--- src/rtl/stall_pkg.sv ---
// -----------------------------------------------------------------------------
// stall_pkg
// Shared types and constants for the stall-buffer sequencing controller and
// its helpers.
//   state_t   : controller FSM state (2-bit encoding)
//   OCC_*     : occupancy values reported on the occupancy port
//   FT_W      : width of the post-flush hold timer
// -----------------------------------------------------------------------------
package stall_pkg;

  typedef enum logic [1:0] {
    ST_EMPTY = 2'd0,
    ST_ONE   = 2'd1,
    ST_TWO   = 2'd2,
    ST_FLUSH = 2'd3
  } state_t;

  localparam logic [1:0] OCC_EMPTY = 2'd0;
  localparam logic [1:0] OCC_ONE   = 2'd1;
  localparam logic [1:0] OCC_FULL  = 2'd2;

  localparam int FT_W = 4;

endpackage

--- src/rtl/stall_buf_ctrl_sat_counter.sv ---
// -----------------------------------------------------------------------------
// sat_counter
// Saturating up-counter with synchronous clear. Clear wins over increment;
// the count sticks at all-ones instead of wrapping.
// Ports:
//   clk, reset : clock, asynchronous active-high reset
//   i_inc      : count one event this cycle
//   i_clr      : synchronous clear (priority over i_inc)
//   o_cnt      : current count
// -----------------------------------------------------------------------------
module sat_counter #(
  parameter int CNT_W = 16
) (
  input  logic             clk,
  input  logic             reset,
  input  logic             i_inc,
  input  logic             i_clr,
  output logic [CNT_W-1:0] o_cnt
);

  logic [CNT_W-1:0] r_cnt;
  logic             w_at_max;

  assign w_at_max = &r_cnt;

  always_ff @(posedge clk or posedge reset) begin
    if (reset) begin
      r_cnt <= '0;
    end else if (i_clr) begin
      r_cnt <= '0;
    end else if (i_inc && !w_at_max) begin
      r_cnt <= r_cnt + 1'b1;
    end
  end

  assign o_cnt = r_cnt;

endmodule

--- src/rtl/stall_buf_ctrl.sv ---
// -----------------------------------------------------------------------------
// stall_buf_ctrl
// Sequencing controller for a 2-slot stall buffer (slot 0 = output slot,
// slot 1 = stall slot). Turns upstream/downstream valid/ready plus a pipeline
// flush into enq/deq/flush strobes, tracks occupancy, cross-checks it against
// the buffer's empty/full flags and counts upstream stall cycles.
// Ports:
//   clk, reset            : clock, asynchronous active-high reset
//   in_valid / in_ready   : upstream handshake
//   out_valid / out_ready : downstream handshake (slot 0 contents)
//   flush_req             : pipeline flush request
//   buf_enq/deq/flush     : strobes to the buffer
//   buf_empty / buf_full  : buffer status flags
//   occupancy             : entries held (0..2), 0 while flushing
//   stall_cycles          : saturating upstream stall count
//   clr_stats             : synchronous clear of stall_cycles
//   err                   : sticky occupancy/flag mismatch
//
// state    | meaning
// ---------+------------------------------------------------
// ST_EMPTY | buffer empty, accepting
// ST_ONE   | slot 0 valid, accepting unless releasing
// ST_TWO   | both slots valid, upstream stalled
// ST_FLUSH | flush in progress, timer counting down to EMPTY
// -----------------------------------------------------------------------------
module stall_buf_ctrl
  import stall_pkg::*;
#(
  parameter int CNT_W        = 16,
  parameter int FLUSH_CYCLES = 1
) (
  input  logic             clk,
  input  logic             reset,
  input  logic             in_valid,
  output logic             in_ready,
  output logic             out_valid,
  input  logic             out_ready,
  input  logic             flush_req,
  output logic             buf_enq,
  output logic             buf_deq,
  output logic             buf_flush,
  input  logic             buf_empty,
  input  logic             buf_full,
  output logic [1:0]       occupancy,
  output logic [CNT_W-1:0] stall_cycles,
  input  logic             clr_stats,
  output logic             err
);

  localparam logic [FT_W-1:0] FT_LOAD = FT_W'(FLUSH_CYCLES - 1);

  state_t          r_state;
  logic [1:0]      r_occ;
  logic [FT_W-1:0] r_timer;
  logic            r_post_flush;
  logic            r_err;

  logic w_rel;
  logic w_acc;
  logic w_chk_en;
  logic w_mismatch;
  logic w_stall;

  assign out_valid = (r_state == ST_ONE) || (r_state == ST_TWO);
  assign w_rel     = out_valid && out_ready;

  // A release beat blocks acceptance so only one buffer operation happens
  // per cycle. While reset is held the handshake shows its idle values and
  // no strobe reaches the buffer.
  assign in_ready  = reset ||
                     (((r_state == ST_EMPTY) || (r_state == ST_ONE)) &&
                      !w_rel && !flush_req);
  assign w_acc     = in_valid && in_ready && !reset;

  assign buf_enq   = w_acc;
  assign buf_deq   = w_rel && !flush_req && !reset;
  assign buf_flush = flush_req && !reset;

  // Flags are not trusted while flushing or on the cycle right after, when
  // the buffer may still be settling from its own flush.
  assign w_chk_en   = (r_state != ST_FLUSH) && !r_post_flush;
  assign w_mismatch = (buf_empty != (r_state == ST_EMPTY)) ||
                      (buf_full  != (r_state == ST_TWO));

  always_ff @(posedge clk or posedge reset) begin
    if (reset) begin
      r_state      <= ST_EMPTY;
      r_occ        <= OCC_EMPTY;
      r_timer      <= '0;
      r_post_flush <= 1'b0;
      r_err        <= 1'b0;
    end else begin
      r_post_flush <= (r_state == ST_FLUSH);
      if (w_chk_en && w_mismatch) begin
        r_err <= 1'b1;
      end

      if (flush_req) begin
        r_state <= ST_FLUSH;
        r_occ   <= OCC_EMPTY;
        r_timer <= FT_LOAD;
      end else begin
        case (r_state)
          ST_EMPTY: begin
            if (w_acc) begin
              r_state <= ST_ONE;
              r_occ   <= OCC_ONE;
            end
          end
          ST_ONE: begin
            if (w_acc) begin
              r_state <= ST_TWO;
              r_occ   <= OCC_FULL;
            end else if (w_rel) begin
              r_state <= ST_EMPTY;
              r_occ   <= OCC_EMPTY;
            end
          end
          ST_TWO: begin
            if (w_rel) begin
              r_state <= ST_ONE;
              r_occ   <= OCC_ONE;
            end
          end
          ST_FLUSH: begin
            if (r_timer == '0) begin
              r_state <= ST_EMPTY;
              r_occ   <= OCC_EMPTY;
            end else begin
              r_timer <= r_timer - 1'b1;
            end
          end
          default: begin
            r_state <= ST_EMPTY;
            r_occ   <= OCC_EMPTY;
          end
        endcase
      end
    end
  end

  assign occupancy = r_occ;
  assign err       = r_err;

  // Upstream stall: data offered but not taken, flush cycles included.
  assign w_stall = in_valid && !in_ready;

  sat_counter #(
    .CNT_W (CNT_W)
  ) u_stall_cnt (
    .clk   (clk),
    .reset (reset),
    .i_inc (w_stall),
    .i_clr (clr_stats),
    .o_cnt (stall_cycles)
  );

endmodule

--- config.mk ---
export PLATFORM = sky130hd
export DESIGN_NAME = stall_buf_ctrl
export DESIGN_NICKNAME = d
export VERILOG_FILES = /design/src/rtl/stall_pkg.sv /design/src/rtl/stall_buf_ctrl_sat_counter.sv /design/src/rtl/stall_buf_ctrl.sv
export SDC_FILE = /design/constraint.sdc
export NUM_CORES = 1
export LEC_CHECK = 0
export CORE_UTILIZATION = 23
export CTS_CLUSTER_SIZE = 25
export DETAILED_ROUTE_END_ITERATION = 8
export PLACE_DENSITY_LB_ADDON = 0.2
export SLEW_MARGIN = 15
export SYNTH_ARGS = -nofsm -noshare
export SYNTH_HDL_FRONTEND = slang
export SYNTH_SLANG_ARGS = --single-unit
--- constraint.sdc ---
create_clock -name clk -period 3.3 [get_ports clk]
set_input_delay 0.33 -clock clk [delete_from_list [all_inputs] [get_ports clk]]
set_output_delay 0.33 -clock clk [all_outputs]
set_load 0.005 [all_outputs]
# Word level (Yosys, flattened, before mapping)
# Index checks and enable logic that the tools add are counted.
# op_classes
n_addsub	2
n_eq_ne	11
mux	13
reduce_logical	29
# ops
cell	n
$mux W16	2
$add A16 B1 Y16 const B	1
$reduce_and A16 Y1	1
$mux W2	7
$logic_and A1 B1 Y1	12
$mux W4	3
$pmux W2 S4	1
$logic_not A1 Y1	6
$ne A3 B3 Y1 const B	2
$eq A2 B2 Y1 const B	2
$logic_not A4 Y1	1
$logic_or A1 B1 Y1	4
$ne A2 B2 Y1 const B	2
$ne A4 B4 Y1 const B	1
$reduce_and A4 Y1	1
$reduce_bool A2 Y1	2
$sub A4 B1 Y4 const B	1
$ne A3 B2 Y1 const B	1
$eq A2 B1 Y1 const B	1
$logic_not A2 Y1	1
$ne A1 B1 Y1	2
$reduce_and A2 Y1	1
# totals
regBits	26
input_bits	8
output_inout_bits	24
word_cells	61

# Depth between registers and ports, before layout
# depth
word_depth	12
depth_mapped	8
depth_no_buf	7

# Hierarchy
# Synthesis repeated with hierarchy kept, for this count alone.
# unflattened
cells_unflattened	170
hier_area_um2	1587.8
# by_module_without_submodules
module	instances	cells_each	area_per_inst_um2	seq_area_each_um2
sat_counter	1	104	922.1	400.4
stall_buf_ctrl	1	66	665.6	250.2

# Worst setup path after synthesis
# OpenSTA, ideal clock, no wires.
# synth_path
path_type	reg-to-reg
startpoint	reg r_state[0]
endpoint	reg u_stall_cnt.r_cnt[9] (netlist: u_stall_cnt.o_cnt[9])
setup_ns	0.127
arrival_time_ns	1.960
path_slack_ns	1.212
stages_incl_launch_ff	9
synth_period_minus_slack_ns	2.088
path_cell_list	dfrtp_1 > inv_1 > ha_1 > o2bb2ai_1 > o21bai_1 > clkbuf_1 > a2111oi_2 > nand4_1 > mux2_1
# synth_between
elab_chain_len	11
# synth_lines
element	line	source
start: declaration	stall_buf_ctrl.sv:52	state_t r_state;
start signal: assignment	stall_buf_ctrl.sv:87	r_state <= ST_EMPTY;
start signal: assignment	stall_buf_ctrl.sv:99	r_state <= ST_FLUSH;
start signal: assignment	stall_buf_ctrl.sv:106	r_state <= ST_ONE;
$eq A2 B1 Y1 / $eq A2 B2 Y1 (equally long branches)	stall_buf_ctrl.sv:64	assign out_valid = (r_state == ST_ONE) || (r_state == ST_TWO);
$logic_or A1 B1 Y1 *	stall_buf_ctrl.sv:64	
named net out_valid	stall_buf_ctrl.sv:36	output logic out_valid,
$logic_and A1 B1 Y1 *	stall_buf_ctrl.sv:65	assign w_rel = out_valid && out_ready;
$logic_not A1 Y1 *	stall_buf_ctrl.sv:72	!w_rel && !flush_req);
$logic_and A1 B1 Y1 *	stall_buf_ctrl.sv:71	(((r_state == ST_EMPTY) || (r_state == ST_ONE)) &&
$logic_and A1 B1 Y1 *	stall_buf_ctrl.sv:72	
$logic_or A1 B1 Y1 *	stall_buf_ctrl.sv:70	assign in_ready = reset ||
$logic_not A1 Y1 *	stall_buf_ctrl.sv:146	assign w_stall = in_valid && !in_ready;
$logic_and A1 B1 Y1 *	stall_buf_ctrl.sv:146	
$logic_and A1 B1 Y1 *	stall_buf_ctrl_sat_counter.sv:31	end else if (i_inc && !w_at_max) begin
$reduce_bool A2 Y1 (no line) *	-	
end signal: assignment	stall_buf_ctrl_sat_counter.sv:32	r_cnt <= r_cnt + 1'b1;
end: declaration	stall_buf_ctrl_sat_counter.sv:21	logic [CNT_W-1:0] r_cnt;
# The timed path passes the listed nets; every way through them passes the cells marked *.
# A chain may end at the register's enable or synchronous reset.

# Worst setup path after layout
# layout_path
startpoint	reg r_state[0]
endpoint	out buf_enq
# layout_between
elab_chain_len	9
# layout_lines
element	line	source
$eq A2 B1 Y1 / $eq A2 B2 Y1 (equally long branches)	stall_buf_ctrl.sv:64, stall_buf_ctrl.sv:71	
$logic_or A1 B1 Y1	stall_buf_ctrl.sv:64	
$logic_and A1 B1 Y1	stall_buf_ctrl.sv:65	
$logic_not A1 Y1	stall_buf_ctrl.sv:72	
$logic_and A1 B1 Y1 *	stall_buf_ctrl.sv:71	
$logic_and A1 B1 Y1 *	stall_buf_ctrl.sv:72	
$logic_or A1 B1 Y1 *	stall_buf_ctrl.sv:70	
$logic_and A1 B1 Y1 * (2 in a row)	stall_buf_ctrl.sv:73	assign w_acc = in_valid && in_ready && !reset;
end: declaration	stall_buf_ctrl.sv:39	output logic buf_enq,
# Every way passes the cells marked *; elsewhere a longest branch is shown, timed or not.

==> results.json <==
{
  "die_w_um": 81.51,
  "maxSlewViolCount": 0,
  "ios": 32,
  "multi_input_area_um2": 713.2,
  "via_per_inst": 4.576,
  "crit_arrival_ns": 2.18,
  "cts_hold_buf": 0,
  "reg2reg_to": "u_stall_cnt.o_cnt[15]",
  "required_ns": 2.97,
  "critPathKind": "flip-flop to primary output",
  "syn_inst": 153,
  "cts_root_buf": "clkbuf_8",
  "nFillCells": 647,
  "final_layout_size_suffix_gt1_frac": 0.05495,
  "cts_max_level": 1,
  "cts.clk_slew.worst_paths_ns": 0.09,
  "fin_nets": 198,
  "synth-compound-area-share": 0.1239,
  "yosysUniqueCellTypes": 38,
  "fin_skew_ns": 0.001175,
  "hold_slack_ns": 0.4801,
  "cts_setup_buffers": 0,
  "muxShareOfSynthArea": 0.02926,
  "antenna_left": 0,
  "layout_commonest_cell": "clkdlybuf4s50_1",
  "synth.top_cells.by_area": "dfrtp_1 (45%), xnor2_1 (6.6%), ha_1 (6.0%)",
  "finalPower_uw": 975.8,
  "grt_first_pass_wirelength_mm": 5.423,
  "maxCapViolCount": 0,
  "rsz0062_at_grt": "no",
  "fin_crit_sh": 0.7596,
  "portBuffers": 31,
  "fp.dieArea_um2": 6643,
  "diodes": 0,
  "p_leak_uw": 0.0007860,
  "outcome": "finished, final reports clean",
  "final-seq-area_um2": 650.6,
  "critPathCapture": "buf_enq",
  "syn2layout_area_growth_pct": 30.38,
  "wl_per_cell_um": 12.51,
  "netlist.area_leader.share": 0.4475,
  "worstSkewPairLatency_ns": 0.27,
  "grt_max_degree": 27,
  "cts_resized": 0,
  "cts_tree": "yes",
  "grt_use_total": 0.1049,
  "ir_drop_mv": 0.1634,
  "end_kind": "primary output",
  "worst_pin_slew_ns": 0.8046,
  "synthAdderAreaFrac": 0.06024,
  "fin_tns_setup_ns": 0,
  "cts_inserted_buffers": 3,
  "synth_xor_area_frac": 0.07229,
  "core_um2": 6026,
  "wl_mm": 3.216,
  "synth_area_per_cell_um2": 9.503,
  "hold_viol_final": 0,
  "firstDrtPassIters": 4,
  "hp-class": "flip-flop to flip-flop",
  "vias": 1176,
  "start_util": 0.2413,
  "drt_iter0_markers": 48,
  "powerDensity_nw_per_um2": 514.8,
  "antenna_found_initial": 0,
  "worst_setup_path_start_kind": "flip-flop",
  "route.detailed.drc": 0,
  "synth_fp_nets": 168,
  "yosysSeqAreaShare": 0.4475,
  "crit_path_max_fanout": 4,
  "routabilityCongestion": 0.7271,
  "die_height_um": 81.51,
  "max_slew_margin": 0.4590,
  "setup_viol": 0,
  "synth_top_cell_by_area": "dfrtp_1",
  "syn_area_um2": 1454,
  "fmax_mhz": 398.9,
  "dp_hpwl_mm": 2.328,
  "first_global_vias": 1132,
  "r2r_cells": 7,
  "yosys_warnings": 0,
  "clk_path_buf_depth": 2,
  "yosys.area_share.simple": 0.2048,
  "synth_seq_cells": 26,
  "reg2reg_setup_slack_ns": 0.85,
  "cts.sinks": 26,
  "synth_top_family_by_area": "simple AND/OR/NAND/NOR gates",
  "post-route-min-period_ns": 2.507,
  "cp-startpoint": "r_state[0]",
  "r2r-start": "r_state[0]",
  "placementRows": 28,
  "most-common-layout-cells": "clkdlybuf4s50_1 (31), dfrtp_1 (26), nor2_1 (20)",
  "grt.overflow.total": 0
}
[layout make-up]
type / instances / share of cell area
clock buffer: 3 / 0.02178
clock inverter: 1 / 0.01584
inverter: 13 / 0.02574
multi-input combinational: 107 / 0.3762
sequential: 26 / 0.3432
tap: 75 / 0.04950
timing repair buffer: 32 / 0.1677
[registers in the layout, indices dropped and copies added, names as in the netlist]
register,count
err,1
occupancy,2
r_post_flush,1
r_state,2
r_timer,4
u_stall_cnt.o_cnt,16
[stage by stage]
stage	area [µm²]	instances	utilization	setup WS [ns]
2_1_floorplan	1454	153	-	1.212
3_3_place_gp	1824	253	0.3027	0.8337
3_5_place_dp	1824	253	0.3027	0.7554
4_1_cts	1896	257	0.3146	0.7555
5_1_grt	1896	257	0.3146	0.6260
6_report	1896	257	0.3146	0.7932
[critical path: stages (launching register included)]
cell	delay (ns)
dfrtp_1	0.41
inv_1	0.14
ha_1	0.28
o2bb2ai_1	0.17
nor3_1	0.34
clkdlybuf4s50_1	0.57
[worst min path at each step]
| stage | from | end | slack [ns] | cells after the start |
|---|---|---|---|---|
| 2_1_floorplan | reset | err | 0.38 | 1 |
| 3_3_place_gp | err | err | 0.47 | 1 |
| 3_5_place_dp | err | err | 0.46 | 1 |
| 4_1_cts | err | err | 0.49 | 1 |
| 5_1_grt | err | err | 0.50 | 1 |
| 6_report | err | err | 0.48 | 1 |
[where the power goes]
part / total (µW) / internal, µW / switching [µW]
registers: 382 / 356 / 26.3
clock network: 266 / 162 / 104
logic: 327 / 157 / 170
[synthesized netlist by cell type]
master,count
a2111o_1,1
nand3_1,4
nor2_1,20
buf_6,2
o21bai_1,1
o31ai_1,1
and4_2,1
a311oi_1,2
buf_1,1
nor4_1,4
dfrtp_1,26
ha_1,7
mux2_1,2
a211oi_1,1
and3_1,1
nor4b_1,1
inv_1,13
nand4_1,3
nand2b_1,1
or2_2,1
xor2_1,1
a31o_2,1
and4_4,1
o2bb2ai_1,1
and4_1,2
mux2i_1,2
a211o_1,1
nor2b_1,2
nand2_1,8
o211ai_1,1
a41o_1,1
a2111oi_2,1
xnor2_1,11
clkbuf_1,4
a21oi_1,9
o21ai_0,5
or3_1,4
nor3_1,5
[routing by layer]
metal	up-vias	track usage	routed length, µm
met1	558	0.1449	1648
met4	0	0.04286	47
met2	19	0.1658	1430
met5	-	0	0
met3	4	0.01111	88
li1	595	-	-
[cell families (layout without fill, tap and decap cells)]
family	after synthesis	after routing
AO/OA/AOI/OAI	26	26
adder cells (fa/ha/maj)	7	7
AND/OR/NAND/NOR	58	58
flip-flops	26	26
XOR/XNOR	12	12
buffers and inverters	20	49
multiplexers	4	4
Note: power is estimated with default switching activity, not from simulation.
